==> config.mk <==
export PLATFORM = sky130hd
export DESIGN_NAME = reel_spin_ctrl
export DESIGN_NICKNAME = d
export VERILOG_FILES = /design/src/rtl/reel_spin_ctrl.sv
export SDC_FILE = /design/constraint.sdc
export NUM_CORES = 1
export LEC_CHECK = 0
export CAP_MARGIN = 25
export CORE_AREA = 2 2 106 108
export CTS_BUF_LIST = sky130_fd_sc_hd__clkbuf_8
export DETAILED_ROUTE_END_ITERATION = 10
export DIE_AREA = 0 0 108 110
export HOLD_SLACK_MARGIN = 0.06
export PLACE_DENSITY = 0.65
export SYNTH_ARGS = -nofsm -noshare
export SYNTH_HDL_FRONTEND = slang
export SYNTH_SLANG_ARGS = --single-unit
==> constraint.sdc <==
create_clock -name CLK -period 2.5 [get_ports CLK]
set_input_delay 0.375 -clock CLK [delete_from_list [all_inputs] [get_ports CLK]]
set_output_delay 0.375 -clock CLK [all_outputs]
set_load 0.01 [all_outputs]
==> src/rtl/reel_spin_ctrl.sv <==
// rtl/reel_spin_ctrl.sv - three-reel spin sequencer: scroll offsets, staggered random stops, result report
module reel_spin_ctrl #(
    parameter int unsigned SPEED          = 4,
    parameter int unsigned SPIN_FRAMES    = 90,
    parameter int unsigned STAGGER_FRAMES = 30,
    parameter logic [15:0] LFSR_SEED      = 16'hACE1
) (
    input  logic       CLK,
    input  logic       RST,
    input  logic       frame_tick,
    input  logic       spin_btn,
    output logic [8:0] reel0_off,
    output logic [8:0] reel1_off,
    output logic [8:0] reel2_off,
    output logic       busy,
    output logic       result_valid,
    output logic [1:0] sym0,
    output logic [1:0] sym1,
    output logic [1:0] sym2,
    output logic       win
);

    localparam logic [9:0]  STEP      = 10'(SPEED);
    localparam logic [15:0] SPIN_N    = 16'(SPIN_FRAMES);
    localparam logic [15:0] STAGGER_N = 16'(STAGGER_FRAMES);

    typedef enum logic [2:0] {
        S_IDLE,
        S_SPIN,
        S_STAGGER,
        S_SETTLE,
        S_REPORT
    } state_t;

    state_t      state, state_nxt;
    logic [15:0] lfsr;
    logic        btn_q;
    logic        btn_rise;
    logic [15:0] frame_cnt;
    logic [15:0] cnt_inc;
    logic [1:0]  idx;
    logic [2:0]  running;
    logic [2:0]  stopping;
    logic [1:0]  target [3];
    logic [8:0]  off [3];

    logic        start;
    logic [2:0]  stop_cmd;
    logic        enter_report;

    assign btn_rise = spin_btn & ~btn_q;
    assign cnt_inc  = frame_cnt + 16'd1;

    function automatic logic [8:0] adv_off(input logic [8:0] o);
        logic [9:0] s;
        s = {1'b0, o} + STEP;
        if (s >= 10'd480)
            s = s - 10'd480;
        return s[8:0];
    endfunction

    function automatic logic [8:0] aligned_off(input logic [1:0] t);
        case (t)
            2'd0:    return 9'd0;
            2'd1:    return 9'd120;
            2'd2:    return 9'd240;
            default: return 9'd360;
        endcase
    endfunction

    function automatic logic [1:0] sym_of(input logic [8:0] o);
        if (o >= 9'd360)      return 2'd3;
        else if (o >= 9'd240) return 2'd2;
        else if (o >= 9'd120) return 2'd1;
        else                  return 2'd0;
    endfunction

    always_ff @(posedge CLK) begin
        if (RST)
            state <= S_IDLE;
        else
            state <= state_nxt;
    end

    always_comb begin
        state_nxt = state;
        case (state)
            S_IDLE:    if (btn_rise) state_nxt = S_SPIN;
            S_SPIN:    if (frame_tick && cnt_inc == SPIN_N) state_nxt = S_STAGGER;
            S_STAGGER: if (frame_tick && cnt_inc == STAGGER_N && idx == 2'd2) state_nxt = S_SETTLE;
            S_SETTLE:  if (running == 3'b000) state_nxt = S_REPORT;
            S_REPORT:  state_nxt = S_IDLE;
            default:   state_nxt = S_IDLE;
        endcase
    end

    always_comb begin
        start        = 1'b0;
        stop_cmd     = 3'b000;
        enter_report = 1'b0;
        case (state)
            S_IDLE:    start = btn_rise;
            S_SPIN:    stop_cmd[0] = frame_tick && (cnt_inc == SPIN_N);
            S_STAGGER: if (frame_tick && cnt_inc == STAGGER_N) stop_cmd = 3'b001 << idx;
            S_SETTLE:  enter_report = (running == 3'b000);
            default:   ;
        endcase
    end

    always_ff @(posedge CLK) begin
        if (RST) begin
            lfsr  <= LFSR_SEED;
            btn_q <= 1'b0;
        end else begin
            lfsr  <= {lfsr[14:0], lfsr[15] ^ lfsr[13] ^ lfsr[12] ^ lfsr[10]};
            btn_q <= spin_btn;
        end
    end

    always_ff @(posedge CLK) begin
        if (RST) begin
            frame_cnt <= 16'd0;
            idx       <= 2'd0;
        end else if (start) begin
            frame_cnt <= 16'd0;
            idx       <= 2'd0;
        end else if ((state == S_SPIN || state == S_STAGGER) && frame_tick) begin
            frame_cnt <= (stop_cmd != 3'b000) ? 16'd0 : cnt_inc;
            if (state == S_SPIN && stop_cmd[0])
                idx <= 2'd1;
            else if (state == S_STAGGER && stop_cmd != 3'b000 && idx != 2'd2)
                idx <= idx + 2'd1;
        end
    end

    // The target check uses the stopping flag from before this edge, so the
    // tick that delivers a stop command still advances the reel.
    always_ff @(posedge CLK) begin
        if (RST) begin
            running  <= 3'b000;
            stopping <= 3'b000;
            for (int i = 0; i < 3; i++) begin
                off[i]    <= 9'd0;
                target[i] <= 2'd0;
            end
        end else begin
            for (int i = 0; i < 3; i++) begin
                if (start) begin
                    running[i]  <= 1'b1;
                    stopping[i] <= 1'b0;
                end else begin
                    if (frame_tick && running[i]) begin
                        if (stopping[i] && off[i] == aligned_off(target[i]))
                            running[i] <= 1'b0;
                        else
                            off[i] <= adv_off(off[i]);
                    end
                    if (stop_cmd[i]) begin
                        stopping[i] <= 1'b1;
                        target[i]   <= lfsr[1:0];
                    end
                end
            end
        end
    end

    always_ff @(posedge CLK) begin
        if (RST) begin
            busy         <= 1'b0;
            result_valid <= 1'b0;
            sym0         <= 2'd0;
            sym1         <= 2'd0;
            sym2         <= 2'd0;
            win          <= 1'b0;
        end else begin
            result_valid <= enter_report;
            if (start)
                busy <= 1'b1;
            else if (enter_report)
                busy <= 1'b0;
            if (enter_report) begin
                sym0 <= sym_of(off[0]);
                sym1 <= sym_of(off[1]);
                sym2 <= sym_of(off[2]);
                win  <= (sym_of(off[0]) == sym_of(off[1])) && (sym_of(off[1]) == sym_of(off[2]));
            end
        end
    end

    assign reel0_off = off[0];
    assign reel1_off = off[1];
    assign reel2_off = off[2];

endmodule

==> flow_summary.toml, run 1 <==
[die]
start_util_pct = 43.8
io_pins = 40
die_w_um = 108
num_rows = 38
dieArea_um2 = 11900
dieHeight_um = 110
core_region_area_um2 = 10700

[logic_synthesis]
synth_edf_count = 27
ys_warn_count = 0
ys.flop_type = "dfxtp_1"
ys_seq_elements = 80
synth_top_area_cell = "dfxtp_1"
synth_area_um2 = 4690
seq_area_frac_synth_pct = 39.9
yosys-top-cells-area = "dfxtp_1 (23%), edfxtp_1 (17%), ha_1 (6.9%)"
synth_top_area_share_pct = 22.6
yosysMostFrequentCell = "dfxtp_1"
synthArstFlopShare_pct = 0
yosys-top-cells-count = "dfxtp_1 (53), nor2_1 (52), nand2_1 (39)"
yosysUniqueCellTypes = 60
syn_inst = 525
post_synth.cell_area_avg_um2 = 8.93

[worst_setup_path]
critPathMaxFanout = 21
cp-start-kind = "flip-flop"
required_ns = 2.59
critical_path_class = "flip-flop to flip-flop"
crit_path_end_kind = "flip-flop"
cp.arrival_ns = 2.42
worst-r2r-setup-slack_ns = 0.17

[cells_and_area]
nNetsFinal = 585
n_antenna_cell = 0
seq_area_um2 = 1870
fin_util_pct = 50.0
fill_cells = 1015
drive_gt1_share_pct = 9.29
area_growth_pct = 14.1
multi_input_area_um2 = 2550
layoutNonFillerInstCount = 700

[timing]
hold_viol = 0
rsz0062_at_grt = "no"
worstMarginPinSlew_ns = 0.503
fmax_mhz = 429
clock-skew-final_ns = 0.0139
period_minus_slack_ns = 2.33
setup_violations = 0
finalSetupTns_ns = 0
timing.final.ws_setup_ns = 0.168
slew_headroom_pct = 66.4
final.period_utilization_pct = 93.3
drv_slew = 0

[power_and_ir_drop]
vdd_ir_drop_max_v = 0.000319
power_density_nw_per_um2 = 515
cellLeakagePower_uw = 0.00193

[cts]
clk_pin_slew_ns = 0.09
cts_tree = "done"
cts_buffers = 9
ctsResizeCount = 0
clkLatencyLatePin_ns = 0.37
post_cts_buffers = 0
clockRootBuffer = "clkbuf_8"
htree_levels = 3
clkSinkCount = 80
hold_buffers = 0
cts.path.max_buffers = 2

[detailed_routing]
vias = 3776
wl_met2_mm = 4.50
first_pass_iters = 5
dr_wl_met3_um = 461
ant_nets = 0
wl_met1_mm = 4.74
drc_errors = 0
drt-total-wl_mm = 9.88
wl_per_cell_um = 14.1
first_iter_violations = 220
routed.top_layer = "met4"
viasPerCell = 5.39

[grt]
grt_pass1_vias = 3515
antenna_found_initial = 0
grt_overflow_total = 0
gr-usage-all-layers_pct = 17.4
grt_pass1_wl_mm = 16.4
grt_start_max_net_pins = 26

[place]
place.gp.congestion = 0.799
dp_cells = 684
placement.io_buffers = 33
hpwlAfterDp_mm = 7.23
pre_cts_slack_ns = 0.108

[flow_run]
max_cap_viol_count = 0

[outcome]
status = "complete, no violations"

[worst_hold_path]
worstHoldPathType = "flip-flop to flip-flop"
## logic make-up after synthesis
group           after synthesis  share of synthesized area, %
buf+inv                      59                          6.03
simple gates                221                          25.2
fa+ha+maj                    26                          6.94
flops                        80                          39.9
compound gates               94                          13.0
xor+xnor                     38                          7.26
other cells                   1                        0.0800
mux                           6                          1.55
## metal layers
layer	up-vias	global-route usage, %
met5	-	0
met4	0	5.86
met3	15	4.23
met2	89	29.3
met1	1767	22.1
li1	1905	-
## layout by cell type, fill, tap and decap left out, types with 14 or more instances in the layout
cell,n
nand2_1,39
ha_1,26
clkdlybuf4s50_1,33
a21oi_1,25
nor2_1,52
nand3_1,28
xnor2_1,28
nor2b_1,14
dfxtp_1,53
buf_4,18
edfxtp_1,27
inv_1,21
o21ai_0,18
## worst max-delay path: stages (launching register included)
cell and delay [ns]:
edfxtp_1 0.42, inv_1 0.10, ha_1 0.16, or3b_2 0.44, a21oi_1 0.14, o211ai_1 0.17
nand4_1 0.17, o211a_1 0.21, buf_12 0.16, a311oi_1 0.06
## worst paths after layout
kind                 from          to  cells after the start
max          target[0][5]  off[0][15]                      9
min reg2reg       lfsr[5]     lfsr[6]                      1
min               lfsr[5]     lfsr[6]                      1
max reg2reg  target[0][5]  off[0][15]                      9
## stage by stage
step	power (uW)	instance area, um2	hold WS (ns)
after detailed placement	1870	5160	0.395
after global routing	2890	5350	0.428
after CTS	2790	5350	0.418
final	2750	5350	0.415
after global placement	1860	5160	0.392
after floorplan	1730	4710	0.389
## layout make-up
class	instances	area share, %
clock inverters	7	1.12
multi-input cells	391	47.7
inverters	21	1.47
clock buffers	9	2.32
well taps	140	3.28
repair buffers	52	9.08
flip-flops and latches	80	35.0
## report_power, final
| group | internal [uW] | switching [uW] | total [uW] |
|---|---|---|---|
| registers | 1410 | 68.0 | 1470 |
| logic | 171 | 195 | 366 |
| clock network | 378 | 535 | 913 |
## registers in the layout, summed over array words and instances, names as in the netlist, 2 cells and up
name and flops:
running 3, sym0 2, frame_cnt 16, off 21, state 3, lfsr 16, idx 2, target 6
stopping 3, sym2 2, sym1 2
Note: power is estimated with default switching activity, not from simulation.
==> run 2: changes to the inputs <==
Settings changed: CTS_CLUSTER_SIZE set to 16.
==> results of run 2 <==
Same layout as run 1: the final DEF is identical, and so are final timing and power.
==> run 3: changes to the inputs <==
Settings changed: CORE_AREA 2 2 106 108 to 2 2 119 121, DIE_AREA 0 0 108 110 to 0 0 121 123, PLACE_DENSITY 0.65 to 0.54.
==> flow_summary.toml, run 3 (synthesis gave the netlist of run 1 again) <==
[outcome]
status = "complete, no violations"

[power_and_ir_drop]
p_int_uw = 2040
comb_power_share_pct = 13.9
power.total_uw = 2780
power_density_nw_per_um2 = 510
netSwitchingPower_uw = 746
clkPwrFrac_pct = 33.5
cellLeakagePower_uw = 0.00198
seqPwrFrac_pct = 52.6
netSwitchingFraction_pct = 26.8
vdd_ir_drop_max_v = 0.000227

[worst_setup_path]
crit_start = "target[0][5]"
crit_end = "off[0][17]"
critPathMaxFanout = 18
critical_path_class = "flip-flop to flip-flop"
critPathMaxStageDelay_ns = 0.44
cp.arrival_ns = 2.42
cp_top_family = "simple AND/OR/NAND/NOR gates"
cp.depth = 9
critPathBufInv = 2
timing.rr.start = "target[0][5]"
r2r_cells = 9
timing.critical_path.cells = "inv_1, ha_1, or3b_2, a21oi_1, o211ai_1, nand4_1, o211a_1, buf_12, a311oi_1"
worst-r2r-setup-slack_ns = 0.18
cp-start-kind = "flip-flop"
crit_path_end_kind = "flip-flop"
timing.rr.end = "off[0][17]"
required_ns = 2.59
crit_path_top_delay_cell = "or3b_2"

[place]
hpwlAfterDp_mm = 7.76
dp_cells = 731
pre_cts_slack_ns = 0.104
place.gp.congestion = 0.806
placement.io_buffers = 33

[cts]
clkLatencyLatePin_ns = 0.36
clockRootBuffer = "clkbuf_8"
hold_buffers = 0
cts_buffers = 9
cts.path.max_buffers = 2
ctsResizeCount = 0
clk_pin_slew_ns = 0.08
cts_tree = "done"
htree_levels = 3
clkSinkCount = 80

[grt]
grt_overflow_total = 0
grt_start_max_net_pins = 27
grt_pass1_wl_mm = 17.5
gr-usage-all-layers_pct = 14.9
grt_pass1_vias = 3607
antenna_found_initial = 0

[cells_and_area]
multi_input_area_um2 = 2550
nNetsFinal = 593
area_growth_pct = 16.5
drive_gt1_share_pct = 10.2
largest_register = "off"
layoutNonFillerInstCount = 748
fin_util_pct = 40.1
largest_register_ffs = 21
fill_cells = 1353
final_common_cell = "dfxtp_1"
n_antenna_cell = 0
layout_common_cells = "dfxtp_1 (53), nor2_1 (52), nand2_1 (39)"
biggestRegsByFlops = "off x21, frame_cnt x16, lfsr x16"
seq_area_um2 = 1870

[detailed_routing]
drc_errors = 0
drt-total-wl_mm = 10.4
ant_nets = 0
first_pass_iters = 4
wl_per_cell_um = 13.9
vias = 3738
first_iter_violations = 301
viasPerCell = 5.00

[timing]
fmax_mhz = 431
finalSetupTns_ns = 0
rsz0062_at_grt = "no"
setup_violations = 0
timing.final.ws_setup_ns = 0.177
slew_headroom_pct = 66.0
clock-skew-final_ns = 0.00424
hold_viol = 0
final.period_utilization_pct = 92.9
worstMarginPinSlew_ns = 0.511
drv_slew = 0
period_minus_slack_ns = 2.32

[die]
die_w_um = 121
num_rows = 43
dieArea_um2 = 14900
io_pins = 40
dieHeight_um = 123
core_region_area_um2 = 13600
start_util_pct = 34.4

[flow_run]
max_cap_viol_count = 0

[worst_hold_path]
worstHoldPathType = "flip-flop to flip-flop"
-- run 3: cell types whose count changed in the layout (fill, tap and decap cells not counted), sizes merged --
cell / previous run / this run
buf: 19 / 27
bufinv: 0 / 1
clkinv: 2 / 1
-- run 3: metal layers --
metal	share of wire [%]	up-vias	track usage, %
met3	3.1	11	3.92
li1	-	1908	-
met2	47	50	24.7
met5	0	-	0
met1	48	1769	19.0
met4	1.8	0	4.65
-- run 3: area by class of cell --
| cell class | count | area share (%) |
|---|---|---|
| inverters | 21 | 1.44 |
| clock buffers | 9 | 2.27 |
| well taps | 180 | 4.12 |
| multi-input cells | 391 | 46.7 |
| flip-flops and latches | 80 | 34.3 |
| repair buffers | 60 | 9.99 |
| clock inverters | 7 | 1.15 |
-- run 3: per-stage QoR --
step	instance area (um2)	hold WS, ns
detailed placement	5270	0.399
floorplan	4710	0.389
global placement	5270	0.395
CTS	5450	0.419
finish	5460	0.416
global route	5460	0.432
-- run 3: power by group through the flow --
stage	clock (uW)	sequential (uW)	combinational (uW)
6_report	932	1470	387
5_1_grt	1030	1480	433
4_1_cts	976	1470	388
3_5_place_dp	0	1500	387
3_3_place_gp	0	1500	378
2_1_floorplan	0	1490	247
-- run 3: worst register-to-register path: stages (launching register included) --
cell and delay (ns):
edfxtp_1 0.43, inv_1 0.10, ha_1 0.17, or3b_2 0.44, a21oi_1 0.13, o211ai_1 0.17, nand4_1 0.16, o211a_1 0.23
buf_12 0.17, a311oi_1 0.07
-- run 3: how the worst min path moves through the flow --
stage,from,end,cells past startpoint
3_5_place_dp,lfsr[4],lfsr[5],1
2_1_floorplan,lfsr[9],lfsr[10],1
6_report,lfsr[6],lfsr[7],1
5_1_grt,lfsr[6],lfsr[7],1
3_3_place_gp,lfsr[14],lfsr[15],1
4_1_cts,lfsr[14],lfsr[15],1
-- run 3: timing repair --
action | 4_1_cts | 5_1_grt
hold endpoints to repair | 0 | 0
setup buffers | 0 | 1
endpoints found under the setup margin | 0 | 2
